===== src/rtl/lspc2_clk_monitor.sv =====
// LSPC2 clock monitor: samples the six divided LSPC clocks in the CLK_24M
// domain, turns their rising edges into single-cycle clock enables, rebuilds
// the divider phase and checks the clock set for coherence every cycle.
module lspc2_clk_monitor #(
    parameter int LOCK_COUNT = 48,
    parameter int ERR_W      = 8
) (
    input  logic             CLK_24M,
    input  logic             nRESET,
    input  logic             LSPC_12M,
    input  logic             LSPC_6M,
    input  logic             LSPC_3M,
    input  logic             LSPC_1_5M,
    input  logic             LSPC_8M,
    input  logic             LSPC_4M,
    output logic             CE_12M,
    output logic             CE_6M,
    output logic             CE_3M,
    output logic             CE_1_5M,
    output logic             CE_8M,
    output logic             CE_4M,
    output logic [3:0]       PHASE16,
    output logic [1:0]       PHASE3,
    output logic             LOCKED,
    output logic             PHASE_ERR,
    output logic [ERR_W-1:0] ERR_COUNT
);

    typedef enum logic {
        ST_UNLOCKED,
        ST_LOCKED
    } lock_state_t;

    localparam logic [7:0]       LOCK_LAST = 8'(LOCK_COUNT - 1);
    localparam logic [ERR_W-1:0] ERR_ONE   = ERR_W'(1);
    localparam logic [ERR_W-1:0] ERR_MAX   = {ERR_W{1'b1}};

    // Bit order of s/p: {4M, 8M, 1_5M, 3M, 6M, 12M}
    logic [5:0]  s;
    logic [5:0]  p;
    logic        primed;
    logic        first;
    logic [5:0]  ce_q;
    logic [2:0]  gap;
    logic        armed;
    logic [7:0]  good_count;
    logic [7:0]  good_count_next;
    logic        err_pulse;
    lock_state_t state;
    lock_state_t state_next;

    logic rise_8m;
    logic nib_ok;
    logic gap_ok;
    logic ok_4m;
    logic good;

    assign rise_8m = s[4] & ~p[4];
    assign nib_ok  = (s[3:0] == (p[3:0] + 4'd1));
    assign gap_ok  = rise_8m ? (gap == 3'd3) : (gap < 3'd3);
    assign ok_4m   = (s[5] == p[5]) | rise_8m;
    assign good    = nib_ok & (~armed | gap_ok) & ok_4m;

    assign {CE_4M, CE_8M, CE_1_5M, CE_3M, CE_6M, CE_12M} = ce_q;
    assign LOCKED = (state == ST_LOCKED);

    // Sample the inputs and keep one previous sample; "first" stays set until
    // p holds a real sample, so no edge is invented from the reset value.
    always_ff @(posedge CLK_24M or negedge nRESET) begin
        if (!nRESET) begin
            s      <= 6'd0;
            p      <= 6'd0;
            primed <= 1'b0;
            first  <= 1'b1;
        end else begin
            s      <= {LSPC_4M, LSPC_8M, LSPC_1_5M, LSPC_3M, LSPC_6M, LSPC_12M};
            p      <= s;
            primed <= 1'b1;
            first  <= ~primed;
        end
    end

    // Rising-edge strobes and the registered counter nibble.
    always_ff @(posedge CLK_24M or negedge nRESET) begin
        if (!nRESET) begin
            ce_q    <= 6'd0;
            PHASE16 <= 4'd0;
        end else begin
            ce_q    <= first ? 6'd0 : (s & ~p);
            PHASE16 <= s[3:0];
        end
    end

    // Track the 8M period: distance since the last rise and the 0..2 phase.
    always_ff @(posedge CLK_24M or negedge nRESET) begin
        if (!nRESET) begin
            gap    <= 3'd0;
            armed  <= 1'b0;
            PHASE3 <= 2'd0;
        end else if (!first) begin
            if (rise_8m) begin
                gap    <= 3'd1;
                armed  <= 1'b1;
                PHASE3 <= 2'd0;
            end else begin
                if (gap != 3'd7) begin
                    gap <= gap + 3'd1;
                end
                if (armed) begin
                    PHASE3 <= (PHASE3 == 2'd2) ? 2'd0 : PHASE3 + 2'd1;
                end
            end
        end
    end

    // Lock FSM next-state: count good cycles to lock, drop out on any error.
    always_comb begin
        state_next      = state;
        good_count_next = good_count;
        err_pulse       = 1'b0;
        if (!first) begin
            case (state)
                ST_UNLOCKED: begin
                    if (!good) begin
                        good_count_next = 8'd0;
                    end else if (good_count == LOCK_LAST) begin
                        state_next      = ST_LOCKED;
                        good_count_next = 8'd0;
                    end else begin
                        good_count_next = good_count + 8'd1;
                    end
                end
                ST_LOCKED: begin
                    if (!good) begin
                        state_next      = ST_UNLOCKED;
                        good_count_next = 8'd0;
                        err_pulse       = 1'b1;
                    end
                end
                default: begin
                    state_next      = ST_UNLOCKED;
                    good_count_next = 8'd0;
                end
            endcase
        end
    end

    // Lock FSM state plus the error pulse and its saturating counter.
    always_ff @(posedge CLK_24M or negedge nRESET) begin
        if (!nRESET) begin
            state      <= ST_UNLOCKED;
            good_count <= 8'd0;
            PHASE_ERR  <= 1'b0;
            ERR_COUNT  <= '0;
        end else begin
            state      <= state_next;
            good_count <= good_count_next;
            PHASE_ERR  <= err_pulse;
            if (err_pulse && (ERR_COUNT != ERR_MAX)) begin
                ERR_COUNT <= ERR_COUNT + ERR_ONE;
            end
        end
    end

endmodule

===== config.mk =====
export PLATFORM = sky130hd
export DESIGN_NAME = lspc2_clk_monitor
export DESIGN_NICKNAME = d
export VERILOG_FILES = /design/src/rtl/lspc2_clk_monitor.sv
export SDC_FILE = /design/constraint.sdc
export NUM_CORES = 1
export LEC_CHECK = 0
export BUFFER_PORTS_ARGS = -buffer_cell sky130_fd_sc_hd__clkbuf_2
export CAP_MARGIN = 10
export CORE_UTILIZATION = 49
export DETAILED_ROUTE_END_ITERATION = 8
export GPL_TIMING_DRIVEN = 0
export HOLD_SLACK_MARGIN = 0.05
export PLACE_DENSITY = 0.76
export SLEW_MARGIN = 20
export SYNTH_ARGS = -nofsm -noshare
export SYNTH_HDL_FRONTEND = slang
export SYNTH_SLANG_ARGS = --single-unit

===== constraint.sdc =====
create_clock -name CLK_24M -period 5.04 [get_ports CLK_24M]
set_input_delay 0.252 -clock CLK_24M [delete_from_list [all_inputs] [get_ports CLK_24M]]
set_output_delay 0.252 -clock CLK_24M [all_outputs]
set_load 0.01 [all_outputs]

## Word level (Yosys, flattened, before mapping)

Index checks and enable logic that the tools add are counted.
W data, S select, Z words.

| storage, ports and cells | value |
|---|---|
| bits in registers | 48 |
| input port bits | 8 |
| output and inout port bits | 22 |

| cells by class | value |
|---|---|
| add/sub/neg operators | 5 |
| order comparisons | 1 |
| equality and inequality tests | 8 |
| mux-type cells | 18 |
| bitwise logic cells | 12 |
| reduce and logical (&&, ||, !) cells | 7 |

Operators with widths:

| kind | count |
|---|---|
| $mux W8 | 3 |
| $add A8 B1 Y8 const B | 2 |
| $pmux W8 S2 | 1 |
| $eq A8 B6 Y1 const B | 1 |
| $ne A8 B8 Y1 const B | 1 |
| $reduce_and A2 Y1 | 4 |
| $mux W1 | 7 |
| $and A6 B6 Y6 | 1 |
| $mux W2 | 3 |
| $mux W3 | 2 |
| $mux W6 | 1 |
| $not A6 Y6 | 1 |
| $not A1 Y1 | 5 |
| $add A4 B1 Y4 const B | 1 |
| $eq A4 B4 Y1 | 1 |
| $reduce_bool A2 Y1 | 2 |
| $add A3 B1 Y3 const B | 1 |
| $and A1 B1 Y1 | 3 |
| $eq A3 B2 Y1 const B | 1 |
| $lt A3 B2 Y1 const B | 1 |
| $ne A3 B3 Y1 const B | 1 |
| $add A2 B1 Y2 const B | 1 |
| $eq A2 B2 Y1 const B | 1 |
| $ne A2 B2 Y1 const B | 1 |
| 4 further kinds | 5 |

## Longest topological paths before layout

Gate-level depths: netlist of the first run.

| depth | value |
|---|---|
| depth in word-level cells | 10 |
| depth in mapped cells | 9 |

## Least setup slack after synthesis of the first run

No wires, ideal clock.

| timing | value |
|---|---|
| path kind | register -> register |
| start point | register, netlist name PHASE16[0] |
| end point | register ERR_COUNT[7] |
| library setup time | 125 ps |
| arrival | 1810 ps |
| required time | 4915 ps |
| slack | 3105 ps |
| cell stages (with the launch flop) | 8 |
| period minus slack after synthesis | 1935 ps |
| cells stage by stage | dfrtp_1 ha_1 xnor3_1 o2111ai_2 nor3_2 buf_6 nor4_4 mux2_4 |

RTL lines:

| what | RTL line | text |
|---|---|---|
| to (signal assigned) | 160 | `ERR_COUNT <= ERR_COUNT + ERR_ONE;` |
| to (decl) | 26 | `output logic [ERR_W-1:0] ERR_COUNT` |

## Worst setup path in the final report of the first run

| timing | value |
|---|---|
| start point | register gap[0] |
| end point | register ERR_COUNT[7] |

| on the way | value |
|---|---|
| word-level cells in the longest chain between the ends | 9 |

Ends and longest elaborated chain:

| what | RTL line | text |
|---|---|---|
| from (decl) | 44 | `logic [2:0] gap;` |
| from (signal assigned) | 107 | `gap <= gap + 3'd1;` |
| $lt A3 B2 Y1 / $eq A3 B2 Y1 (equally long branches) | 60 | `assign gap_ok = rise_8m ? (gap == 3'd3) : (gap < 3'd3);` |
| $mux W1 (*) | 60 |  |
| $or A1 B1 Y1 (*) | 62 | `assign good = nib_ok & (~armed \| gap_ok) & ok_4m;` |
| $and A1 B1 Y1 (*) (2 in a row) | 62 |  |
| $mux W1 (*) | 134 | `if (!good) begin` |
| $mux W1 (*) | 122 | `case (state)` |
| $mux W1 (*) | 121 | `if (!first) begin` |
| $logic_and A1 B1 Y1 (*) | 159 | `if (err_pulse && (ERR_COUNT != ERR_MAX)) begin` |

Every way passes the cells marked *; elsewhere a longest branch is shown, timed or not.
A chain may end at the register's enable or synchronous reset.

==> impl_metrics.tcl, run 1 <==
set metrics [dict create \
    rsz0062_at_grt "false" \
    wl_per_cell_um 14.0 \
    slew_headroom_pct 37.1 \
    drt_iter0_drc 47 \
    synth_area_um2 2050 \
    period_minus_slack_ns 2.06 \
    yosys_warnings 0 \
    synth-seq-cells 44 \
    hold_violations 0 \
    syn_inst 172 \
    io_buffers 29 \
    seqPwrFrac_pct 52.4 \
    required_ns 5.23 \
    num_rows 23 \
    antenna_found_initial 0 \
    hold_class "in -> reg" \
    switching_power_uw 183 \
    ir_drop_mv 0.234 \
    postCtsSetupBuffers 0 \
    clk_pin_slew_ns 0.08 \
    die_h_um 66.7 \
    stdcell_count 263 \
    cts_buffers 5 \
    cts.repair.resized 0 \
    layout_common_cells "43 x dfrtp_1, 28 x clkbuf_2, 10 x nand3_1, 10 x nand2_1" \
    cp_data_arrival_time_ns 2.25 \
    cts.sinks 44 \
    synth.avg_cell_area_um2 11.9 \
    vias 1384 \
    place.gp.congestion 0.825 \
    fmax_mhz 485 \
    cp_max_fo 10 \
    grt_start_max_net_pins 45 \
    yosysSeqAreaShare_pct 53.7 \
    synth_fp_nets 188 \
    p_sw_share_pct 24.4 \
    cp_num_buf_inv 1 \
    status "complete, no violations" \
    dpl.hpwl_mm 2.59 \
    insertion_delay_ns 0.29 \
    path_cells "ha_1, ha_1, nand3b_1, o311a_1, nor3_2, buf_6, nor4_4, mux2_4" \
    dieArea_um2 4450 \
    clock_skew_ns 0.00948 \
    finalMaxSlewViolations 0 \
    drive_gt1_share_pct 28.2 \
    fin_hold_ws_ns 0.0636 \
    cts_max_level 2 \
    post-route-period-util_pct 40.9 \
    die_x_um 66.7 \
    setup_viol 0 \
    synth_cell_type_count 50 \
    crit_top_cell "ha_1" \
    cpMaxStageDelayCell "dfrtp_1" \
    worst_pin_slew_ns 0.944 \
    startpoint_type "flop" \
    p_per_area_nw_per_um2 311 \
    p_clk_share_pct 35.0 \
    fin_total_pwr_uw 750 \
    dpl.cell_count 251 \
    antenna_cells 0 \
    power.internal_uw 567 \
    final_util_pct 60.2 \
    start_util_pct 51.3 \
    grt_usage_pct 19.3 \
    wl_mm 3.68 \
    vias_per_cell 5.26 \
    leakage_uw 0.00116 \
    tns_ns 0 \
    drc_errors 0 \
    core_area_um2 4000 \
    fin_nets 228 \
    cp_top_family "simple AND/OR/NAND/NOR gates" \
    cts_buffer_depth 2 \
    critPathKind "reg -> reg" \
    area_growth_pct 17.3 \
    async_reset_ff_share_pct 100 \
    ant_nets 0 \
    final_common_cell "dfrtp_1" \
    ios 30 \
    firstDrtPassIters 4 \
    grt_pass1_vias 1324 \
    grt_overflow 0 \
    cts_root_buf "clkbuf_8" \
    synthFlopType "dfrtp_1" \
    grt_pass1_wl_mm 6.18 \
    cp-end-kind "flop" \
    cts_tree "built" \
    synth_enable_flop_cells 0 \
    power_frac_comb_pct 12.7 \
    crit_path_max_incr_delay_ns 0.42 \
    cap_violations 0 \
]
-- worst reg2reg max path: cells and delay by family (launching register included) --
family | cells | cell delay, ns
mux | 1 | 0.32
buf+inv | 1 | 0.16
flops | 1 | 0.42
simple gates | 3 | 0.44
compound gates | 1 | 0.22
fa+ha+maj | 2 | 0.42
-- final timing paths --
path	slack [ns]	cells past startpoint	endpoint	start
max reg2reg	2.98	8	ERR_COUNT[7]	gap[0]
max	2.98	8	ERR_COUNT[7]	gap[0]
min in group asynchronous	0.10	1	ERR_COUNT[4]	nRESET
min	0.06	1	s[3]	LSPC_1_5M
min reg2reg	0.35	1	first	primed
max in group asynchronous	4.35	1	good_count[5]	nRESET
-- state kept, by name (all words and copies together), names as in the netlist --
name / flops
primed: 1
armed: 1
PHASE3: 2
good_count: 8
s: 6
ce_q: 6
ERR_COUNT: 8
p: 3
first: 1
LOCKED: 1
gap: 3
PHASE16: 3
PHASE_ERR: 1
-- layer usage --
metal | wire (µm) | share of wire (%) | vias to the layer above | GRT usage (%)
li1 | - | - | 678 | -
met3 | 128 | 3.5 | 7 | 4.62
met2 | 1820 | 49 | 31 | 32.1
met5 | 0 | 0 | - | 0
met4 | 55 | 1.5 | 0 | 7.18
met1 | 1680 | 46 | 668 | 24.1
-- power groups by stage --
stage          Combinational [µW]  Sequential [µW]  Clock [µW]
4_1_cts                      94.3              392         268
5_1_grt                       112              395         282
2_1_floorplan                62.6              398           0
6_report                     95.0              393         262
3_3_place_gp                 92.4              398           0
3_5_place_dp                 93.8              400           0
-- through the flow --
stage          setup slack [ns]  cell area, µm²
6_report                   2.98            2410
5_1_grt                    2.87            2410
4_1_cts                    2.96            2370
3_5_place_dp               2.98            2260
3_3_place_gp               3.01            2260
2_1_floorplan              3.10            2050
-- cell usage after synthesis, types with 3 or more instances --
library cell,n,area (µm²)
nor3b_1,4,30.0
nor2_1,7,26.3
dfrtp_1,43,1080
nand2b_1,6,37.5
o21ai_0,5,25.0
xor2_1,6,52.6
mux2_2,3,33.8
a21oi_1,5,25.0
buf_4,4,30.0
nand3_1,10,50.1
mux2i_1,3,30.0
ha_1,8,100
a22o_1,3,26.3
inv_1,8,30.0
nor3_1,3,15.0
nand2_1,10,37.5
-- timing repair --
item / in CTS / in global routing
hold buffers: 0 / 4
endpoints found under the setup margin: 0 / 0
hold endpoints to repair: 0 / 4
-- cell type report --
type | count | area (µm²)
Fill cell | 337 | 1590
Sequential cell | 44 | 1100
Multi-Input combinational cell | 110 | 851
Timing Repair Buffer | 33 | 185
Clock buffer | 6 | 72.6
Buffer | 10 | 70.1
Tap cell | 50 | 62.6
Clock inverter | 2 | 35.0
Inverter | 8 | 30.0
-- cell families (layout without fill, tap and decap cells) --
group,Yosys count,after routing,share of synthesized area [%]
other cells,1,1,0.183
flops,44,44,53.7
buf+inv,18,59,4.87
xor+xnor,9,9,4.51
mux,8,8,4.57
fa+ha+maj,8,8,4.88
simple gates,60,60,18.8
compound gates,24,24,8.53
(Power assumes the default switching activity.)
==> run 2, diff against run 1 <==
--- a/config.mk
+++ b/config.mk
@@ -11,7 +11,7 @@
 export DETAILED_ROUTE_END_ITERATION = 8
 export GPL_TIMING_DRIVEN = 0
 export HOLD_SLACK_MARGIN = 0.05
-export PLACE_DENSITY = 0.76
+export PLACE_DENSITY = 0.79
 export SLEW_MARGIN = 20
 export SYNTH_ARGS = -nofsm -noshare
 export SYNTH_HDL_FRONTEND = slang
==> constraint.sdc (replaced) <==
create_clock -name CLK_24M -period 1.65 [get_ports CLK_24M]
set_input_delay 0.0825 -clock CLK_24M [delete_from_list [all_inputs] [get_ports CLK_24M]]
set_output_delay 0.0825 -clock CLK_24M [all_outputs]
set_load 0.01 [all_outputs]
==> run 2 against run 1 <==
Net effect: the flow now finishes with violations (negative setup slack); non-clock buffer count is 15 higher; worst hold slack improved by 0.29 ns; sequential share of layout area decreased by 4.8 points; sequential cell count is the same; register-to-register slack worse by 3.2 ns; critical path type unchanged.
==> impl_metrics.tcl, run 2 (synthesized netlist as in run 1, its figures left out) <==
set metrics [dict create \
    status "finished, violations left" \
    failed_checks "negative setup slack" \
    vias_per_cell 5.42 \
    hold_class "reg -> reg" \
    fin_nets 243 \
    start_util_pct 51.3 \
    antenna_cells 0 \
    area_growth_pct 31.2 \
    grt_usage_pct 20.8 \
    die_h_um 66.7 \
    dpl-instance-area_um2 2290 \
    grt_overflow 0 \
    worst_pin_slew_ns 0.969 \
    cts_tree "built" \
    leakage_uw 0.00126 \
    final_common_cell "dfrtp_1" \
    whs_path_depth 1 \
    hold_violations 0 \
    place.gp.congestion 0.844 \
    num_rows 23 \
    ant_nets 0 \
    p_per_area_nw_per_um2 864 \
    stdcell_count 278 \
    finalMaxSlewViolations 0 \
    dpl.hpwl_mm 2.55 \
    clock_skew_ns 0.00977 \
    cap_violations 0 \
    core_area_um2 4000 \
    drt_iter0_drc 110 \
    stdcell_area_um2 2690 \
    critPathKind "reg -> reg" \
    vias 1507 \
    antenna_found_initial 0 \
    cts.sinks 44 \
    fillers 300 \
    drc_errors 0 \
    final_util_pct 67.3 \
    layout_common_cells "42 x dfrtp_1, 28 x clkbuf_2, 12 x buf_4, 10 x nand2_1, 8 x inv_1" \
    fmax_mhz 532 \
    period_minus_slack_ns 1.88 \
    rsz0062_at_grt "true" \
    startpoint_type "flop" \
    drive_gt1_share_pct 40.4 \
    worst_slack_ns -0.229 \
    reg_top3 "ERR_COUNT (8), good_count (8)" \
    cp_data_arrival_time_ns 2.08 \
    cts_buffer_depth 2 \
    grt_start_max_net_pins 45 \
    io_buffers 29 \
    grt_pass1_vias 1431 \
    die_x_um 66.7 \
    cts_root_buf "clkbuf_8" \
    dpl.cell_count 251 \
    worst-r2r-cell-count 8 \
    ir_drop_mv 0.728 \
    tns_ns -2.80 \
    fin_total_pwr_uw 2330 \
    ios 30 \
    cp-end-kind "flop" \
    cts_buffers 5 \
    setup_viol 18 \
    cts_max_level 2 \
    wl_per_cell_um 15.6 \
    slew_headroom_pct 35.4 \
    wl_mm 4.34 \
    clk_pin_slew_ns 0.08 \
    required_ns 1.85 \
    grt_pass1_wl_mm 6.60 \
    post-route-period-util_pct 114 \
    cp_max_fo 6 \
    insertion_delay_ns 0.30 \
    firstDrtPassIters 4 \
    dieArea_um2 4450 \
]
-- run 2: cell count changes in the layout (fill, tap and decap cells not counted), moves of 3 or more --
cell and delta:
nor3_4 +3, nand3_1 -3, nand3_2 +3, buf_4 +8, ha_1 -4, ha_2 +3
dlygate4sd3_1 +3
-- run 2: final cells by class --
cell class | count | area [µm²] | share of cell area [%]
Buffer | 10 | 75.1 | 2.79
Clock buffer | 6 | 82.6 | 3.07
Clock inverter | 2 | 10.0 | 0.372
Inverter | 8 | 30.0 | 1.11
Multi-Input combinational cell | 110 | 1000 | 37.2
Sequential cell | 44 | 1100 | 41.0
Tap cell | 50 | 62.6 | 2.32
Timing Repair Buffer | 48 | 328 | 12.2
-- run 2: path summary, 6_finish.rpt --
| path | startpoint | end | slack (ns) |
|---|---|---|---|
| max | gap[0] | ERR_COUNT[7] | -0.23 |
| min | primed | first | 0.36 |
| max reg2reg | gap[0] | ERR_COUNT[7] | -0.23 |
| min reg2reg | primed | first | 0.36 |
| max in group asynchronous | nRESET | PHASE16[0] | 0.51 |
| min in group asynchronous | nRESET | PHASE_ERR | 0.48 |
-- run 2: layer usage --
metal	part of all wire (%)	track usage (%)	wire (µm)	vias to the layer above
met2	50	32.7	2190	49
met3	5.0	7.19	215	8
li1	-	-	-	711
met5	0	0	0	-
met1	42	25.2	1830	739
met4	2.3	10.4	99	0
-- run 2: report_power, final --
group / total (µW) / internal (µW) / switching, µW
Sequential: 1200 / 1150 / 56.4
Combinational: 430 / 225 / 205
Clock: 695 / 334 / 361
Total: 2330 / 1700 / 622
-- run 2: per-stage QoR --
step / hold WS (ns) / setup slack (ns)
after floorplan: -0.213 / -0.168
after global placement: 0.191 / -0.318
after detailed placement: 0.192 / -0.319
after CTS: 0.362 / -0.265
after global routing: 0.367 / -0.292
final: 0.357 / -0.229
-- run 2: timing repair --
item                                   in CTS  in global routing
endpoints found under the hold margin      49                  0
hold buffers                                7                  0
gates resized for setup                     7                 17
setup endpoints to repair                  26                 21
pin swaps                                   7                  8
buffers inserted                            6                  4
cloned                                      1                  1
-- run 2: critical path, cell delays in order (launching register included) --
cell and delay, ns:
dfrtp_1 0.41, ha_2 0.21, ha_2 0.16, nand3b_1 0.09, o311a_4 0.23, nor3_4 0.05, buf_6 0.16, nor4_4 0.16
mux2_4 0.32
==> run 3, diff against run 2 <==
--- a/config.mk
+++ b/config.mk
@@ -7,6 +7,7 @@
 export LEC_CHECK = 0
 export BUFFER_PORTS_ARGS = -buffer_cell sky130_fd_sc_hd__clkbuf_2
 export CAP_MARGIN = 10
+export CORE_MARGIN = 8
 export CORE_UTILIZATION = 49
 export DETAILED_ROUTE_END_ITERATION = 8
 export GPL_TIMING_DRIVEN = 0
==> run 3 against run 2 <==
Net effect: the flow still finishes with violations (negative setup slack); utilization fell by 0.64 points; non-clock buffer count decreased by 2; cell count shrank 0.72%; global-route usage shrank 6.4 points; highest routed layer unchanged; clock-buffer cell count did not move; clock skew down 0.0031 ns; critical endpoint is now ERR_COUNT[1]; critical path type unchanged; sequential power hardly changed; sequential cell count unchanged; clock power down 1%; fmax fell by 4.7%.
==> impl_metrics.tcl, run 3 (synthesized netlist as in run 1, its figures left out) <==
set metrics [dict create \
    post-route-period-util_pct 120 \
    rrSetupSlack_ns -0.32 \
    rsz0062_at_grt "true" \
    dpl-instance-area_um2 2290 \
    cap_violations 0 \
    drc_errors 0 \
    dieArea_um2 6520 \
    clk_pin_slew_ns 0.08 \
    ir_drop_mv 0.623 \
    cts_root_buf "clkbuf_8" \
    regArea_um2 1100 \
    io_buffers 29 \
    cp_num_buf_inv 2 \
    layout_common_cells "43 x dfrtp_1, 28 x clkbuf_2, 10 x nand2_1, 8 x inv_1, 8 x buf_4" \
    critPathKind "reg -> reg" \
    fin_hold_ws_ns 0.359 \
    path_cells "ha_4, ha_4, nand3b_1, o311a_4, nor3_4, buf_4, buf_6, nor3_4, mux2_2" \
    cp_data_arrival_time_ns 2.16 \
    grt_overflow 0 \
    tns_ns -4.56 \
    status "finished, violations left" \
    final_common_cell "dfrtp_1" \
    drt_iter0_drc 56 \
    grt_pass1_vias 1547 \
    antenna_cells 0 \
    crit_path_max_incr_delay_ns 0.42 \
    cts_max_level 2 \
    cts.sinks 44 \
    fin_total_pwr_uw 2330 \
    stdcell_area_um2 2690 \
    grt_start_max_net_pins 45 \
    firstDrtPassIters 4 \
    cts_buffers 5 \
    p_per_area_nw_per_um2 868 \
    leakage_uw 0.00126 \
    fillers 316 \
    dpl.hpwl_mm 2.75 \
    cts_buffer_depth 2 \
    reg_top3 "ERR_COUNT (8), good_count (8)" \
    die_x_um 80.7 \
    cp_max_fo 3 \
    cp_top_family "flip-flops" \
    cpMaxStageDelayCell "dfrtp_1" \
    drive_gt1_share_pct 38.5 \
    insertion_delay_ns 0.30 \
    wl_mm 4.37 \
    num_rows 23 \
    start_util_pct 51.0 \
    antenna_found_initial 0 \
    place.gp.congestion 0.888 \
    period_minus_slack_ns 1.97 \
    core_area_um2 4030 \
    finalMaxSlewViolations 0 \
    wl_per_cell_um 15.8 \
    multiInputGateArea_um2 990 \
    die_h_um 80.7 \
    grt_usage_pct 14.4 \
    fmax_mhz 507 \
    required_ns 1.84 \
    clock_skew_ns 0.00667 \
    cts_tree "built" \
    vias_per_cell 5.43 \
    hold_class "reg -> reg" \
    startpoint_type "flop" \
    grt_pass1_wl_mm 7.33 \
    failed_checks "negative setup slack" \
    vias 1498 \
    slew_headroom_pct 36.7 \
    fin_nets 241 \
    area_growth_pct 30.9 \
    worst_slack_ns -0.322 \
    cp-end-kind "flop" \
    hold_violations 0 \
    worst_pin_slew_ns 0.950 \
    ant_nets 0 \
    ios 30 \
    setup_viol 18 \
]
run 3: final timing paths:
check,startpoint,endpoint,cells after the start
max,gap[1],ERR_COUNT[1],9
min,primed,first,1
max reg2reg,gap[1],ERR_COUNT[1],9
min reg2reg,primed,first,1
max in group asynchronous,nRESET,good_count[1],2
min in group asynchronous,nRESET,ce_q[3],2
run 3: report_power, final:
part | switching, µW | leakage, µW | internal (µW) | total, µW
combinational | 206 | 0.000641 | 232 | 438
sequential | 63.4 | 0.000565 | 1150 | 1210
clock | 353 | 0.0000510 | 334 | 686
total | 622 | 0.00126 | 1710 | 2330
run 3: area by class of cell:
| cell class | count | area share (%) |
|---|---|---|
| plain buffers | 10 | 2.89 |
| clock buffers | 6 | 3.07 |
| clock inverters | 2 | 0.372 |
| inverters | 8 | 1.12 |
| multi-input cells | 110 | 36.8 |
| flip-flops and latches | 44 | 41.0 |
| well taps | 50 | 2.33 |
| repair buffers | 46 | 12.4 |
run 3: metrics by stage:
stage / instances / utilization [%] / setup WS (ns)
detailed placement: 251 / 56.8 / -0.324
floorplan: 172 / - / -0.168
global placement: 251 / 56.8 / -0.314
global route: 276 / 66.7 / -0.379
CTS: 273 / 64.6 / -0.273
finish: 276 / 66.7 / -0.322
run 3: layer usage:
layer	GRT usage [%]	up-vias	share of wire (%)
li1	-	710	-
met1	16.4	747	41
met2	25.0	33	52
met3	4.19	8	5.2
met4	5.71	0	1.7
met5	0	-	0
run 3: timing repair:
| item | CTS | global route |
|---|---|---|
| endpoints found under the hold margin | 49 | 0 |
| cloned | 1 | 0 |
| buffers inserted | 6 | 3 |
| resized for setup | 14 | 15 |
| pin swaps | 13 | 8 |
| setup endpoints to repair | 25 | 19 |
| hold buffers | 7 | 0 |
